===== src/rtl/uart_rx_deser_pkg.sv =====
// Shared constants for the monitor's UART receive path.
// Holds the receiver state encodings, the default bit divider and the
// datapath widths used by uart_rx_deser and its testbench.
`timescale 1ns/1ps
package uart_rx_deser_pkg;

    // 50 MHz clock / 115200 baud
    localparam int unsigned CLK_DIV_DEFAULT = 434;

    localparam int unsigned CNT_W  = 16;
    localparam int unsigned DATA_W = 8;
    localparam int unsigned IDX_W  = 3;

    // Receiver FSM encodings (3-bit)
    typedef enum logic [2:0] {
        ST_IDLE  = 3'd0,
        ST_START = 3'd1,
        ST_DATA  = 3'd2,
        ST_STOP  = 3'd3,
        ST_BRKWT = 3'd4
    } rx_state_e;

endpackage


===== src/rtl/uart_rx_sync.sv =====
// Two-flop synchronizer for a single asynchronous input.
// Ports:
//   clk   - destination clock
//   rst_n - asynchronous active-low reset; both flops load RST_VAL
//   d     - asynchronous input
//   q     - synchronized output
`timescale 1ns/1ps
module uart_rx_sync #(
    parameter logic RST_VAL = 1'b1
) (
    input  logic clk,
    input  logic rst_n,
    input  logic d,
    output logic q
);

    logic meta_q;
    logic sync_q;

    // Metastability filter chain
    always_ff @(posedge clk or negedge rst_n) begin
        if (!rst_n) begin
            meta_q <= RST_VAL;
            sync_q <= RST_VAL;
        end else begin
            meta_q <= d;
            sync_q <= meta_q;
        end
    end

    assign q = sync_q;

endmodule


===== src/rtl/uart_rx_deser.sv =====
// 8N1 UART receiver / deserializer feeding the monitor character decoder.
// Ports:
//   clk     - system clock
//   rst_n   - asynchronous active-low reset
//   rxd     - serial line, asynchronous, idle high, LSB first
//   rout    - last correctly framed byte, held until the next good byte
//   rout_en - one-cycle pulse: rout newly valid
//   frm_err - one-cycle pulse: stop bit sampled low
`timescale 1ns/1ps
module uart_rx_deser
    import uart_rx_deser_pkg::*;
#(
    parameter int unsigned CLK_DIV = CLK_DIV_DEFAULT
) (
    input  logic              clk,
    input  logic              rst_n,
    input  logic              rxd,
    output logic [DATA_W-1:0] rout,
    output logic              rout_en,
    output logic              frm_err
);

    // Half-bit load lands the start-bit check mid-bit; full-bit loads step between centres
    localparam logic [CNT_W-1:0] CNT_HALF = CNT_W'(CLK_DIV / 2 - 1);
    localparam logic [CNT_W-1:0] CNT_FULL = CNT_W'(CLK_DIV - 1);
    localparam logic [IDX_W-1:0] IDX_LAST = IDX_W'(DATA_W - 1);

    logic              rxs;
    rx_state_e         state_q,   state_d;
    logic [CNT_W-1:0]  cnt_q,     cnt_d;
    logic [IDX_W-1:0]  idx_q,     idx_d;
    logic [DATA_W-1:0] shreg_q,   shreg_d;
    logic [DATA_W-1:0] rout_q,    rout_d;
    logic              rout_en_q, rout_en_d;
    logic              frm_err_q, frm_err_d;
    logic              cnt_zero;

    // Line synchronizer, idle-high reset
    uart_rx_sync #(
        .RST_VAL (1'b1)
    ) u_sync (
        .clk   (clk),
        .rst_n (rst_n),
        .d     (rxd),
        .q     (rxs)
    );

    assign cnt_zero = (cnt_q == '0);

    // State and datapath registers
    always_ff @(posedge clk or negedge rst_n) begin
        if (!rst_n) begin
            state_q   <= ST_IDLE;
            cnt_q     <= '0;
            idx_q     <= '0;
            shreg_q   <= '0;
            rout_q    <= '0;
            rout_en_q <= 1'b0;
            frm_err_q <= 1'b0;
        end else begin
            state_q   <= state_d;
            cnt_q     <= cnt_d;
            idx_q     <= idx_d;
            shreg_q   <= shreg_d;
            rout_q    <= rout_d;
            rout_en_q <= rout_en_d;
            frm_err_q <= frm_err_d;
        end
    end

    // Next-state and output decode
    always_comb begin
        state_d   = state_q;
        cnt_d     = cnt_q;
        idx_d     = idx_q;
        shreg_d   = shreg_q;
        rout_d    = rout_q;
        rout_en_d = 1'b0;
        frm_err_d = 1'b0;

        case (state_q)
            ST_IDLE: begin
                if (!rxs) begin
                    state_d = ST_START;
                    cnt_d   = CNT_HALF;
                end
            end

            ST_START: begin
                if (cnt_zero) begin
                    // Line back high at start-bit centre means it was a glitch
                    if (!rxs) begin
                        state_d = ST_DATA;
                        cnt_d   = CNT_FULL;
                        idx_d   = '0;
                    end else begin
                        state_d = ST_IDLE;
                    end
                end else begin
                    cnt_d = cnt_q - 1'b1;
                end
            end

            ST_DATA: begin
                if (cnt_zero) begin
                    shreg_d = {rxs, shreg_q[DATA_W-1:1]};
                    idx_d   = idx_q + 1'b1;
                    cnt_d   = CNT_FULL;
                    if (idx_q == IDX_LAST) begin
                        state_d = ST_STOP;
                    end
                end else begin
                    cnt_d = cnt_q - 1'b1;
                end
            end

            ST_STOP: begin
                // Leaving at stop-bit centre lets a gapless next start bit be caught
                if (cnt_zero) begin
                    if (rxs) begin
                        rout_d    = shreg_q;
                        rout_en_d = 1'b1;
                        state_d   = ST_IDLE;
                    end else begin
                        frm_err_d = 1'b1;
                        state_d   = ST_BRKWT;
                    end
                end else begin
                    cnt_d = cnt_q - 1'b1;
                end
            end

            ST_BRKWT: begin
                // Hold off until the line returns idle so a break reports once
                if (rxs) begin
                    state_d = ST_IDLE;
                end
            end

            default: begin
                state_d = ST_IDLE;
            end
        endcase
    end

    assign rout    = rout_q;
    assign rout_en = rout_en_q;
    assign frm_err = frm_err_q;

endmodule


===== config.mk =====
export PLATFORM = sky130hd
export DESIGN_NAME = uart_rx_deser
export DESIGN_NICKNAME = d
export VERILOG_FILES = /design/src/rtl/uart_rx_deser_pkg.sv /design/src/rtl/uart_rx_sync.sv /design/src/rtl/uart_rx_deser.sv
export SDC_FILE = /design/constraint.sdc
export NUM_CORES = 1
export LEC_CHECK = 0
export CAP_MARGIN = 25
export CORE_MARGIN = 2
export CORE_UTILIZATION = 55
export DETAILED_ROUTE_END_ITERATION = 10
export PLACE_DENSITY_LB_ADDON = 0.25
export SYNTH_ARGS = -nofsm -noshare
export SYNTH_HDL_FRONTEND = slang
export SYNTH_SLANG_ARGS = --single-unit

===== constraint.sdc =====
create_clock -name clk -period 3.53 [get_ports clk]
set_input_delay 0.353 -clock clk [delete_from_list [all_inputs] [get_ports clk]]
set_output_delay 0.353 -clock clk [all_outputs]
set_load 0.1 [all_outputs]

==> summary.txt, run 1 <==
Status
  • Status: finished, final reports clean

CTS
  • Total clock buffers created by CTS: 5
  • Root buf cell: sky130_fd_sc_hd__clkbuf_8
  • CTS resizes: 0
  • Total of hold buffers inserted after clock tree synthesis: 0
  • Later-pin clock latency in the skew report: 300 ps
  • Clock-pin slew on the worst setup and hold paths: 80 ps
  • Clk buf depth: 2
  • Clock sink count: 42
  • Buffer count from post-CTS setup fixing: 0
  • Depth of the CTS H-tree: 2
  • TritonCTS clock tree: yes

Global route
  • Pin count of the biggest net entering global routing: 43
  • Global-route wire length before repair: 7160 um
  • GRT met3 Usage: 7.16%
  • Global routing usage summed across all routing layers: 22.5%
  • Sum of overflow across all layers after global routing: 0
  • Via count of the first global-routing pass: 1437
  • Layer carrying the most global-route usage: met2
  • Met2 usage in global routing: 34.1%
  • Antenna violations before repair: 0
  • Grt met1 use: 30.3%

Detailed routing
  • Remaining design rule violation count: 0
  • Wire per inst: 16.4 um
  • Routed vias: 1577
  • Antenna violation net count after detailed routing: 0
  • Post-DR vias/cell: 6.18
  • Drt pass-1 iters: 4
  • Iteration-0 DRC count of the detailed router: 167
  • Detailed-route wire length: 4180 um

Final layout
  • NumNets Final: 212
  • Commonest cells after routing, fill and taps aside: 40 x sky130_fd_sc_hd__dfrtp_1, 18 x sky130_fd_sc_hd__nor2_1, 17 x sky130_fd_sc_hd__mux2_2
  • Leading cell type in the layout, fill and taps excluded: sky130_fd_sc_hd__dfrtp_1
  • Non-Filler Cell Area, Final: 0.00236 mm^2
  • Sequential cell area: 0.00105 mm^2
  • Multi-input combinational cell area: 971 um^2
  • Ratio of cells with drive above 1 in the final layout: 16.9%
  • Number of fillers in the final layout: 284
  • Relative area change from synthesis to final layout: 11.9%
  • Number of diodes: 0
  • Fraction of the core area covered by cells at the end of the flow: 64.5%

Timing
  • Final clock period utilization by the worst path: 82.2%
  • Number of max-slew violations in the final report: 0
  • Worst setup skew after layout: 9.16 ps
  • Final Hold Slack: 166 ps
  • Max transition margin: 34.9%
  • Highest Clock Rate: 345 MHz
  • Crit path time final: 2900 ps
  • Actual slew at the worst max-slew pin: 973 ps
  • Setup TNS: 0 ps
  • Final hold vios: 0
  • RSZ-0062 raised after global routing: no
  • Final-report setup violation count: 0

Yosys
  • Cell variety after synth: 50
  • Sequential fraction of the synthesis area: 49.9%
  • Cells after synthesis: 197
  • Top cell type's share of synthesized area: 47.4%
  • Syn Area/Cell: 10.7 um^2
  • EDFF count, synth: 0
  • Top cell type by total area after synthesis: sky130_fd_sc_hd__dfrtp_1
  • Cell types with the largest area share after synthesis: sky130_fd_sc_hd__dfrtp_1 47%, sky130_fd_sc_hd__mux2_2 9.1%, sky130_fd_sc_hd__nor2_1 3.2%
  • Most instantiated flip-flop cell in the synthesis netlist: sky130_fd_sc_hd__dfrtp_1
  • Post-synthesis instance area: 0.00211 mm^2
  • Count of yosys warnings during synthesis: 0
  • Syn Nets: 203
  • Number of register bits inferred by synthesis: 42
  • Post-synth ARST share: 100%

Die
  • Core ar.: 0.00366 mm^2
  • Vertical extent of the die: 65.9 um
  • Number of top-level pins: 13
  • Effective utilization at floorplan: 57.6%
  • # rows: 22
  • Die span in x: 65.9 um
  • Area of the die: 0.00435 mm^2

Job
  • Max-cap violations: 0

Placed design
  • Post-DP HPWL: 3010 um
  • Number of buffer cells added on primary ports: 12
  • Area after DPL: 0.00222 mm^2
  • Placer's final routability congestion estimate: 0.919

Critical path
  • Worst Setup Start Kind: flop
  • Crit Path Max Fanout: 12
  • Category of the most critical setup path: reg -> reg
  • Crit path DAT: 3080 ps
  • Required time reported for the critical path endpoint: 3710 ps
  • Element type at the critical path end: flop

Power and ir drop
  • Static Leak: 0.00104 uW
  • Total power divided by cell area: 405 mW/mm^2
  • Overall Power: 956 uW
  • Worst VDD drop: 0.000306 V

Min path
  • Min-Delay Path Class: in -> async
-- final timing paths --
| check | startpoint | slack, ps | cells after the start | endpoint |
|---|---|---|---|---|
| max in group asynchronous | rst_n | 2810 | 1 | cnt_q[3]$_DFFE_PN0P_ |
| worst min-delay path | rst_n | 170 | 1 | idx_q[2]$_DFFE_PN0P_ |
| worst min register to register | u_sync.meta_q$_DFF_PN1_ | 360 | 0 | u_sync.q$_DFF_PN1_ |
| worst max register to register | cnt_q[1]$_DFFE_PN0P_ | 630 | 7 | cnt_q[13]$_DFFE_PN0P_ |
| min in group clk | u_sync.meta_q$_DFF_PN1_ | 360 | 0 | u_sync.q$_DFF_PN1_ |
| worst max-delay path | cnt_q[1]$_DFFE_PN0P_ | 630 | 7 | cnt_q[13]$_DFFE_PN0P_ |
-- critical path, cell delays in order, from the launching register on --
cell	delay (ps)
sky130_fd_sc_hd__dfrtp_1	410
sky130_fd_sc_hd__inv_1	90
sky130_fd_sc_hd__ha_1	210
sky130_fd_sc_hd__or3b_2	560
sky130_fd_sc_hd__or4_4	620
sky130_fd_sc_hd__a21oi_2	450
sky130_fd_sc_hd__nor4_1	140
sky130_fd_sc_hd__mux2_2	300
-- sequential cells by signal, summed over array words and instances, names as in the netlist --
name / count
state_q: 3
shreg_q: 8
idx_q: 3
rout_en: 1
cnt_q: 16
frm_err: 1
u_sync.meta_q: 1
rout: 8
u_sync.q: 1
-- report_power, final --
part	total (uW)	internal [uW]	switching, uW
Clock	457	283	173
Sequential	485	483	1.96
Combinational	14.0	2.56	11.5
Total	956	769	187
-- layout make-up --
type,instances,area share [%]
Tap cell,48,2.55
Sequential cell,42,44.6
Inverter,6,0.954
Timing Repair Buffer,12,4.88
Clock buffer,5,2.92
Multi-Input combinational cell,139,41.1
Clock inverter,3,2.92
-- metrics by stage --
stage          cells  setup WS, ps
4_1_cts          255           644
3_5_place_dp     247           644
3_3_place_gp     247           798
2_1_floorplan    197           992
5_1_grt          255           456
6_report         255           629
-- Yosys cell counts (all sizes together) (2+ instances only) --
master  number
dfrtp       40
nor2        18
mux2        17
nand2       15
a21oi       12
nand3        8
o21ai        8
inv          6
nor4         6
buf          5
clkbuf       5
nor3         5
or4          5
ha           3
mux2i        3
xor2         3
a21o         2
a22o         2
and2         2
and3         2
dfstp        2
nand4        2
o211ai       2
o311ai       2
o31ai        2
or3b         2
-- cells by family after synthesis --
group | share of synthesized area, %
AO/OA/AOI/OAI | 13.2
XOR/XNOR | 1.66
adder cells (fa/ha/maj) | 1.78
buffers and inverters | 4.03
flip-flops | 49.9
multiplexers | 11.1
AND/OR/NAND/NOR | 18.3
-- per-layer routing --
metal | part of all wire, % | routed length [um] | vias to the layer above
met5 | 0 | 0 | -
met4 | 1.8 | 74 | 0
met3 | 5.8 | 242 | 8
met2 | 47 | 1950 | 46
met1 | 46 | 1920 | 781
li1 | - | - | 742
(Power assumes the default switching activity.)
==> run 2, diff against run 1 <==
==> constraint.sdc (replaced) <==
create_clock -name clk -period 3 [get_ports clk]
set_input_delay 0.3 -clock clk [delete_from_list [all_inputs] [get_ports clk]]
set_output_delay 0.3 -clock clk [all_outputs]
set_load 0.1 [all_outputs]
==> run 2 against run 1 <==
  * Cell area down 1.2%
  * Clock skew up 1.9 ps
  * Hold slack worse by 48 ps
  * Sequential share of layout area up 0.53 points
  * Critical endpoint unchanged
  * Largest cell class unchanged
  * Largest power group unchanged
==> summary.txt, run 2 (synthesized netlist as in run 1, its figures left out) <==
Placed design
  • Area after DPL: 0.00224 mm^2
  • Post-DP HPWL: 2810 um
  • Setup WS pre-CTS: 338 ps
  • Number of buffer cells added on primary ports: 12
  • Placer's final routability congestion estimate: 0.929

Final layout
  • Multi-input combinational cell area: 971 um^2
  • Number of diodes: 0
  • Max reg flops: 16
  • Ratio of cells with drive above 1 in the final layout: 20.9%
  • Commonest cells after routing, fill and taps aside: 40 x sky130_fd_sc_hd__dfrtp_1, 18 x sky130_fd_sc_hd__nor2_1, 17 x sky130_fd_sc_hd__mux2_2
  • Leading cell type in the layout, fill and taps excluded: sky130_fd_sc_hd__dfrtp_1
  • Non-Filler Cell Area, Final: 0.00233 mm^2
  • Relative area change from synthesis to final layout: 10.6%
  • NumNets Final: 216
  • Number of fillers in the final layout: 280
  • Sequential cell area: 0.00105 mm^2
  • Register with the most flip-flops: cnt_q

Critical path
  • Worst path slowest cell: sky130_fd_sc_hd__or4_4
  • Category of the most critical setup path: reg -> reg
  • Crit Path Max Fanout: 7
  • Crit path DAT: 2890 ps
  • Slack of the worst reg-to-reg path: 300 ps
  • Cells along the critical path: inv_1 > ha_1 > or3b_2 > or4_4 > a21oi_2 > nor4_1 > mux2_2
  • Required time reported for the critical path endpoint: 3190 ps
  • CP peak stage delay: 620 ps
  • Cell class contributing the biggest share of worst-path delay: simple AND/OR/NAND/NOR gates
  • Buffering stage count on the worst path with inverters included: 1
  • Element type at the critical path end: flop
  • Worst Setup Start Kind: flop

Global route
  • Global-route wire length before repair: 6630 um
  • Global routing usage summed across all routing layers: 20.8%
  • Pin count of the biggest net entering global routing: 43
  • Sum of overflow across all layers after global routing: 0
  • Via count of the first global-routing pass: 1408
  • Antenna violations before repair: 0

CTS
  • Root buf cell: sky130_fd_sc_hd__clkbuf_8
  • Depth of the CTS H-tree: 2
  • Clock sink count: 42
  • Total clock buffers created by CTS: 5
  • Clock-pin slew on the worst setup and hold paths: 80 ps
  • Total of hold buffers inserted after clock tree synthesis: 0
  • Later-pin clock latency in the skew report: 300 ps
  • Clk buf depth: 2
  • CTS resizes: 0
  • Buffer count from post-CTS setup fixing: 0
  • TritonCTS clock tree: yes

Die
  • # rows: 22
  • Vertical extent of the die: 65.9 um
  • Core ar.: 0.00366 mm^2
  • Area of the die: 0.00435 mm^2
  • Effective utilization at floorplan: 57.6%
  • Number of top-level pins: 13
  • Die span in x: 65.9 um

Detailed routing
  • Remaining design rule violation count: 0
  • Drt pass-1 iters: 4
  • Iteration-0 DRC count of the detailed router: 126
  • Routed vias: 1594
  • Antenna violation net count after detailed routing: 0
  • Post-DR vias/cell: 6.15
  • Wire per inst: 15.3 um
  • Detailed-route wire length: 3960 um

Power and ir drop
  • Worst VDD drop: 0.000362 V
  • Internal power summed over all cells: 737 uW
  • Static Leak: 0.00104 uW
  • Switch share: 22.8%
  • Clock Power Share: 38.6%
  • Overall Power: 956 uW
  • Switching power total: 218 uW
  • Total power divided by cell area: 410 mW/mm^2
  • Register share of total power: 59.7%
  • Portion of total power attributed to combinational logic: 1.7%

Timing
  • Highest Clock Rate: 370 MHz
  • Final-report setup violation count: 0
  • Actual slew at the worst max-slew pin: 966 ps
  • Max transition margin: 35.4%
  • Final clock period utilization by the worst path: 90.1%
  • Setup TNS: 0 ps
  • RSZ-0062 raised after global routing: no
  • Crit path time final: 2700 ps
  • Fin worst setup slack: 298 ps
  • Worst setup skew after layout: 11.0 ps
  • Number of max-slew violations in the final report: 0
  • Final hold vios: 0

Status
  • Status: finished, final reports clean

Job
  • Max-cap violations: 0

Min path
  • Min-Delay Path Class: in -> async
run 2: area by class of cell:
type,count,area share (%)
Sequential cell,42,45.2
Multi-Input combinational cell,139,41.6
Timing Repair Buffer,16,5.69
Clock buffer,5,2.95
Tap cell,48,2.58
Clock inverter,3,1.02
Inverter,6,0.966
run 2: power by group through the flow:
stage | sequential (uW) | clock, uW | combinational [uW]
after floorplan | 580 | 0 | 5.21
after global placement | 581 | 0 | 16.7
after detailed placement | 581 | 0 | 17.2
after CTS | 570 | 384 | 17.5
after global routing | 571 | 408 | 19.5
final | 570 | 368 | 16.7
run 2: through the flow:
step	cells	hold WS, ps	utilization, %
floorplan	197	4.41	-
global placement	251	351	61.2
detailed placement	251	349	61.2
CTS	259	146	63.7
global route	259	186	63.7
finish	259	118	63.7
run 2: worst paths after layout:
kind,from,to,cells after the start
worst min-delay path,rst_n,state_q[1]$_DFFE_PN0P_,1
worst min register to register,u_sync.meta_q$_DFF_PN1_,u_sync.q$_DFF_PN1_,0
worst max-delay path,cnt_q[0]$_DFFE_PN0P_,cnt_q[13]$_DFFE_PN0P_,7
worst max register to register,cnt_q[0]$_DFFE_PN0P_,cnt_q[13]$_DFFE_PN0P_,7
max in group asynchronous,rst_n,cnt_q[2]$_DFFE_PN0P_,1
min in group clk,u_sync.meta_q$_DFF_PN1_,u_sync.q$_DFF_PN1_,0
run 2: routing by layer:
metal  up-vias  global-route usage, %  routed length [um]
met1       764                   28.1                1770
met3         7                   6.30                 277
met2        72                   30.7                1840
met5         -                      0                   0
li1        751                      -                   -
met4         0                   9.44                  76
run 2: worst register-to-register path, delay by kind of cell, from the launching register on:
kind,cells,cell delay [ps]
multiplexers,1,280
adder cells (fa/ha/maj),1,220
flip-flops,1,420
AND/OR/NAND/NOR,3,1280
AO/OA/AOI/OAI,1,310
buffers and inverters,1,90
